$ cat config.mk
export PLATFORM = sky130hd
export DESIGN_NAME = pulse_stretcher
export DESIGN_NICKNAME = d
export VERILOG_FILES = /design/src/rtl/pulse_stretcher.sv
export SDC_FILE = /design/constraint.sdc
export NUM_CORES = 1
export LEC_CHECK = 0
export ABC_CLOCK_PERIOD_IN_PS = 1800
export BUFFER_PORTS_ARGS = -buffer_cell sky130_fd_sc_hd__buf_2
export CAP_MARGIN = 10
export CORE_ASPECT_RATIO = 0.8
export CORE_MARGIN = 8
export CORE_UTILIZATION = 50
export CTS_CLUSTER_SIZE = 20
export DETAILED_ROUTE_END_ITERATION = 12
export PLACE_DENSITY = 0.72
export RECOVER_POWER = 50
export SETUP_SLACK_MARGIN = 0.05
export SLEW_MARGIN = 20
export SYNTH_ARGS = -nofsm -noshare
export SYNTH_HDL_FRONTEND = slang
export SYNTH_SLANG_ARGS = --single-unit
$ cat constraint.sdc
create_clock -name clock -period 1.8 [get_ports clock]
set_clock_uncertainty 0.15 [all_clocks]
set_input_delay 0.18 -clock clock [delete_from_list [all_inputs] [get_ports clock]]
set_output_delay 0.18 -clock clock [all_outputs]
set_load 0.03 [all_outputs]
$ cat src/rtl/pulse_stretcher.sv
// Pulse-to-level stretcher: each request pulse becomes a fixed-width
// active-low level; overlapping requests are queued and replayed.
//
// Ports:
//   clock    - rising-edge clock
//   reset    - synchronous active-high reset
//   pulse_p  - request, one request per cycle sampled high
//   level_n  - stretched active-low output (registered)
//   busy     - level in progress or requests queued (registered)
//   pending  - queued requests not yet started (registered)
//   overflow - one-cycle flag when a request is dropped (registered)
module pulse_stretcher #(
  parameter int HOLD_CYCLES = 8,
  parameter int GAP_CYCLES  = 4,
  parameter int CNT_W       = 4,
  parameter int PEND_W      = 3
) (
  input  logic              clock,
  input  logic              reset,
  input  logic              pulse_p,
  output logic              level_n,
  output logic              busy,
  output logic [PEND_W-1:0] pending,
  output logic              overflow
);

  typedef enum logic [1:0] {
    IDLE   = 2'd0,
    ASSERT = 2'd1,
    GAP    = 2'd2
  } state_t;

  localparam logic [CNT_W-1:0]  HOLD_LD  = CNT_W'(HOLD_CYCLES - 1);
  localparam logic [CNT_W-1:0]  GAP_LD   = CNT_W'(GAP_CYCLES - 1);
  localparam logic [CNT_W-1:0]  CNT_ONE  = CNT_W'(1);
  localparam logic [CNT_W-1:0]  CNT_ZERO = '0;
  localparam logic [PEND_W-1:0] PEND_ONE = PEND_W'(1);
  localparam logic [PEND_W-1:0] PEND_MAX = '1;

  state_t            state;
  state_t            state_nxt;
  logic [CNT_W-1:0]  cnt;
  logic [CNT_W-1:0]  cnt_nxt;
  logic [PEND_W-1:0] pend_nxt;
  logic              ovf_nxt;
  logic              pend_full;

  assign pend_full = (pending == PEND_MAX);

  always_comb begin
    state_nxt = state;
    cnt_nxt   = cnt;
    pend_nxt  = pending;
    ovf_nxt   = 1'b0;
    case (state)
      IDLE: begin
        if (pulse_p) begin
          state_nxt = ASSERT;
          cnt_nxt   = HOLD_LD;
        end else if (pending != '0) begin
          state_nxt = ASSERT;
          cnt_nxt   = HOLD_LD;
          pend_nxt  = pending - PEND_ONE;
        end
      end
      ASSERT: begin
        if (pulse_p) begin
          if (pend_full) ovf_nxt  = 1'b1;
          else           pend_nxt = pending + PEND_ONE;
        end
        if (cnt != CNT_ZERO) begin
          cnt_nxt = cnt - CNT_ONE;
        end else begin
          state_nxt = GAP;
          cnt_nxt   = GAP_LD;
        end
      end
      GAP: begin
        if (cnt != CNT_ZERO) begin
          cnt_nxt = cnt - CNT_ONE;
          if (pulse_p) begin
            if (pend_full) ovf_nxt  = 1'b1;
            else           pend_nxt = pending + PEND_ONE;
          end
        end else if (pulse_p) begin
          // new request starts directly: queue depth nets to zero
          state_nxt = ASSERT;
          cnt_nxt   = HOLD_LD;
        end else if (pending != '0) begin
          state_nxt = ASSERT;
          cnt_nxt   = HOLD_LD;
          pend_nxt  = pending - PEND_ONE;
        end else begin
          state_nxt = IDLE;
        end
      end
      default: begin
        state_nxt = IDLE;
        cnt_nxt   = CNT_ZERO;
      end
    endcase
  end

  // outputs are derived from next-state so they stay flop-driven
  always_ff @(posedge clock) begin
    if (reset) begin
      state    <= IDLE;
      cnt      <= CNT_ZERO;
      pending  <= '0;
      overflow <= 1'b0;
      level_n  <= 1'b1;
      busy     <= 1'b0;
    end else begin
      state    <= state_nxt;
      cnt      <= cnt_nxt;
      pending  <= pend_nxt;
      overflow <= ovf_nxt;
      level_n  <= (state_nxt != ASSERT);
      busy     <= (state_nxt != IDLE) || (pend_nxt != '0);
    end
  end

endmodule

==> results of run 1 <==
[cells in the mapped netlist (2+ instances only)]
cell,count,share of area
o21ai_0,2,0.012
nor3b_1,2,0.018
ha_1,9,0.14
o32ai_1,2,0.021
a211oi_1,3,0.027
clkbuf_1,2,0.0090
mux2i_1,2,0.024
o21ai_1,2,0.012
nor2_1,11,0.050
a21oi_1,5,0.030
inv_1,8,0.036
nand2_1,9,0.041
o22ai_1,2,0.015
nor3_1,6,0.036
nor3b_2,2,0.030
dfxtp_1,12,0.29
buf_2,2,0.012
[area by class of cell]
cell class	count	area, µm²
Inverter	8	30.0
Clock buffer	4	36.3
Multi-Input combinational cell	77	611
Timing Repair Buffer	29	193
Tap cell	22	27.5
Sequential cell	12	246
Fill cell	127	450
[cell families after synthesis]
group	count (synthesis)	share of synthesized area
multiplexers	2	0.0241
flip-flops	12	0.289
AND/OR/NAND/NOR	37	0.232
buffers and inverters	12	0.0572
XOR/XNOR	1	0.0105
adder cells (fa/ha/maj)	9	0.136
AO/OA/AOI/OAI	28	0.252
[stage by stage]
stage	setup slack, ps	TNS (ps)	std cells	util
global route	-200	-966	152	0.717
global placement	-123	-434	146	0.646
CTS	-62.6	-174	151	0.700
detailed placement	-244	-965	146	0.646
floorplan	-62.6	-62.6	101	-
finish	-146	-450	152	0.717
[metal layers]
layer,vias up,track usage
li1,426,-
met1,406,0.198
met2,39,0.241
met3,2,0.0319
met4,0,0.0453
met5,-,0
[sequential cells by signal (all words and copies together) (netlist names)]
name	cells
level_n	1
pending	3
busy	1
state	2
cnt	4
overflow	1
[repair_timing]
item	4_1_cts	5_1_grt
pin swaps	6	2
gates resized for setup	13	7
endpoints found under the setup margin	10	11
setup buffers	1	1
endpoints found under the hold margin	0	0
[report_power, final]
part	leakage (nW)	internal [mW]	switching, mW
clock	0.0210	0.123	0.0836
combinational	0.353	0.813	0.987
sequential	0.100	0.381	0.105
total	0.475	1.32	1.18
[path summary, 6_finish.rpt]
kind                            slack [ps]  cells past startpoint         startpoint                     to
worst max-delay path                  -150                      7  cnt[0]$_SDFF_PP0_        busy$_SDFF_PP0_
worst min-delay path                    70                      2              reset  pending[1]$_SDFF_PP0_
worst max register to register        -150                      7  cnt[0]$_SDFF_PP0_        busy$_SDFF_PP0_
worst min register to register         420                      2  cnt[3]$_SDFF_PP0_      cnt[3]$_SDFF_PP0_
[cell usage in the layout (no fill, tap or decap), drive strengths merged, types with 4 or more instances in the layout]
master  synthesis  routed
a21oi           6       6
nor2           11      11
buf             2      25
clkbuf          2       8
o21ai           4       4
nand2           9       9
nor3b           4       4
a211oi          4       4
dfxtp          12      12
ha              9       9
nor3            6       6
inv             8       8
==> impl_metrics.tcl, run 1 <==
set metrics [dict create \
    arrival_ps 1930 \
    worst-setup-path-type "reg -> reg" \
    grt_util_all_layers 0.152 \
    ys_warn_count 0 \
    cp_max_fo 3 \
    drive_gt1_frac 0.423 \
    finalCritPeriodShare 1.08 \
    grt_pass1_vias 843 \
    clk_latency_ps 270 \
    clk_pin_slew_ps 70 \
    hold_class "in -> reg" \
    detailed_place.area_um2 1030 \
    ctsLongestPathBuffers 2 \
    violations "negative setup slack" \
    setup_viol 6 \
    drt-initial-drc-count 35 \
    pin_count 9 \
    setup_slack_ps -146 \
    num-nets-final 143 \
    synth.net_count 113 \
    wl_per_cell_um 16.3 \
    cts_buffers 3 \
    ys_ff_latch 12 \
    max_stage_delay_ps 410 \
    rsz0062_at_grt "yes" \
    period_needed_ps 1950 \
    die-area_um2 3230 \
    cts_tree "yes" \
    peakVddDrop_mv 1.17 \
    h-tree-depth 1 \
    syn_area_um2 831 \
    grt_pass1_wl_mm 3.75 \
    core-area_um2 1590 \
    initial_utilization 0.521 \
    gr-total-overflow 0 \
    port_buffers 8 \
    syn_area_per_cell_um2 8.23 \
    drtAntennaViolNets 0 \
    relSlewSlack 0.751 \
    wl_met2_mm 1.18 \
    yosysUniqueCellTypes 37 \
    maxCapViolations 0 \
    synthFlopType "dfxtp_1" \
    ys_seq_area_frac 0.289 \
    drc 0 \
    required_ps 1790 \
    worstPathCellList "inv_2, ha_4, or3b_4, a211oi_2, o22ai_1, o21ai_1, a41oi_1" \
    area_growth_pct 37.7 \
    crit_buf_inv 1 \
    hold_viol_final 0 \
    cts_root_buffer "clkbuf_4" \
    crit_family "compound AO/OA/AOI/OAI gates" \
    end_kind "flop" \
    die_y_um 52.5 \
    synth_edf_count 0 \
    place_congestion 0.849 \
    first_pass_iters 4 \
    final_area_um2 1140 \
    antenna_cells 0 \
    synth_cells 101 \
    leakagePower_nw 0.475 \
    grt_max_degree 12 \
    worst_path_max_delay_cell "or3b_4" \
    finalMaxSlewViolations 0 \
    fp-row-count 13 \
    worst_slew_pin_slew_ps 375 \
    postCtsHoldBufs 0 \
    top_layer "met4" \
    drt-vias-per-instance 5.74 \
    status "finished with violations" \
    cp-start-kind "flop" \
    fin_hold_ws_ps 65.2 \
    dp_hpwl_mm 1.74 \
    via_count 873 \
    powerDensity_nw_per_um2 2180 \
    antenna_found_initial 0 \
    fp.dieW_um 61.6 \
    fmax_mhz 514 \
    met1_length_mm 1.12 \
    wl_met3_um 160 \
    async_flop_share 0 \
    drt_wl_total_mm 2.47 \
    p_total_mw 2.49 \
    clock-sinks 12 \
]
Note: power is estimated with default switching activity, not from simulation.
==> run 2: changes to the inputs <==
- CELL_PAD_IN_SITES_DETAIL_PLACEMENT: not set -> 1
- CELL_PAD_IN_SITES_GLOBAL_PLACEMENT: not set -> 1
- CORE_UTILIZATION: 50 -> 38
- PLACE_DENSITY: 0.72 -> not set
- PLACE_DENSITY_LB_ADDON: not set -> 0.1
==> run 2 against run 1 <==
Power increased by 16%. Setup slack got worse by 5.3 ps. Sequential share of layout area decreased by 2.3 points. Final cell count increased by 7.9%. Flip-flop and latch count unchanged. Maximum frequency decreased by 0.27%. Largest cell class unchanged. Non-clock buffer count increased by 9. Global-route usage increased by 1.3 points. Sequential power about the same. Highest routed layer unchanged. Core utilization decreased by 11 points. Critical endpoint unchanged. The flow still finishes with violations (negative setup slack). Register-to-register slack about the same.
==> impl_metrics.tcl, run 2 (synthesis results as in run 1) <==
set metrics [dict create \
    place_congestion 0.869 \
    die-area_um2 3950 \
    ctsLongestPathBuffers 2 \
    peakVddDrop_mv 1.24 \
    setup_slack_ps -151 \
    fp.dieW_um 68.3 \
    hold_class "in -> reg" \
    cts_buffers 3 \
    area_growth_pct 54.1 \
    arrival_ps 1930 \
    cp_max_fo 5 \
    num-nets-final 152 \
    drt-initial-drc-count 64 \
    maxCapViolations 0 \
    via_count 925 \
    finalCritPeriodShare 1.08 \
    antenna_cells 0 \
    fin_cells 164 \
    worstPathCellList "inv_2, ha_4, or3b_4, a21oi_4, o32ai_1, a211oi_2, a41oi_1" \
    hold_depth 2 \
    violations "negative setup slack" \
    p_total_mw 2.88 \
    fin_hold_ws_ps 81.4 \
    clock-sinks 12 \
    dpl.cell_count 153 \
    wl_per_cell_um 19.5 \
    hold_viol_final 0 \
    fmax_mhz 513 \
    cts_tree "yes" \
    worst-setup-path-type "reg -> reg" \
    finalMaxSlewViolations 0 \
    rsz0062_at_grt "yes" \
    cp-endpoint "busy$_SDFF_PP0_" \
    h-tree-depth 1 \
    pin_count 9 \
    top_register "cnt" \
    setup_viol 7 \
    clk_latency_ps 260 \
    initial_utilization 0.392 \
    pre_cts_slack_ps -207 \
    powerDensity_nw_per_um2 2250 \
    grt_util_all_layers 0.164 \
    postCtsHoldBufs 0 \
    max_stage_delay_ps 430 \
    die_y_um 57.8 \
    top_regs "cnt x4, pending x3, state x2" \
    gr-total-overflow 0 \
    period_needed_ps 1950 \
    worst_path_max_delay_cell "or3b_4" \
    ff2ff_path_depth 7 \
    grt_pass1_vias 972 \
    drc 0 \
    drt-vias-per-instance 5.64 \
    cp-start-kind "flop" \
    leakagePower_nw 0.539 \
    worst_slew_pin_slew_ps 368 \
    grt_pass1_wl_mm 4.93 \
    r2r_setup_slack_ps -150 \
    critPathLaunch "cnt[0]$_SDFF_PP0_" \
    drt_wl_total_mm 3.20 \
    drtAntennaViolNets 0 \
    final_area_um2 1280 \
    core-area_um2 2120 \
    relSlewSlack 0.753 \
    layout_commonest_cell "buf_4" \
    setup-tns-final_ps -439 \
    drive_gt1_frac 0.475 \
    end_kind "flop" \
    final_util 0.604 \
    r2r-start "cnt[0]$_SDFF_PP0_" \
    clk_pin_slew_ps 70 \
    largest_reg_flops 4 \
    first_pass_iters 4 \
    port_buffers 8 \
    cts_root_buffer "clkbuf_4" \
    detailed_place.area_um2 1060 \
    rr_endpoint "busy$_SDFF_PP0_" \
    required_ps 1780 \
    dp_hpwl_mm 2.06 \
    grt_max_degree 12 \
    fp-row-count 15 \
    status "finished with violations" \
    antenna_found_initial 0 \
    final_cell_mix "buf_4 (27), nor2_1 (11), nand2_1 (9), dfxtp_1 (7), ha_1 (6)" \
]
## run 2: cell count changes in the layout (fill, tap and decap cells not counted), moves of 2 or more
cell and delta:
buf_6 +2, buf_4 +6, ha_2 -2, o22ai_1 -2, nor3b_4 +2, o22ai_2 +2, ha_4 +2
## run 2: worst min path at each step
stage,from,end
finish,reset,cnt[1]$_SDFF_PP0_
global route,reset,cnt[1]$_SDFF_PP0_
global placement,reset,pending[2]$_SDFF_PP0_
floorplan,reset,cnt[0]$_SDFF_PP0_
CTS,reset,pending[1]$_SDFF_PP0_
detailed placement,reset,pending[1]$_SDFF_PP0_
## run 2: timing repair
item                       in CTS  in global routing
pin swaps                       9                  3
setup endpoints to repair      10                 12
gates resized for setup        20                  9
buffers inserted                4                  3
## run 2: critical path, delay by kind of cell (launching register included)
kind / cells / cell delay [ps]
AOI/OAI and AO/OA: 4 / 690
and+or+nand+nor: 1 / 430
DFF: 1 / 330
adders and majority gates: 1 / 140
buffers and inverters: 1 / 80
## run 2: where the power goes
part           switching [mW]  leakage, nW  internal (mW)
clock                  0.0825       0.0210          0.123
sequential              0.108        0.101          0.380
combinational            1.14        0.417           1.05
total                    1.33        0.539           1.55
## run 2: per-layer routing
metal	GRT usage	share of wire
met5	0	0
met4	0.0496	0.014
met2	0.267	0.48
met3	0.0135	0.043
met1	0.222	0.47
## run 2: final cells by class
| cell class | count | area, µm² |
|---|---|---|
| Clock buffer | 4 | 36.3 |
| Fill cell | 250 | 841 |
| Inverter | 8 | 30.0 |
| Multi-Input combinational cell | 77 | 656 |
| Sequential cell | 12 | 246 |
| Tap cell | 25 | 31.3 |
| Timing Repair Buffer | 38 | 280 |
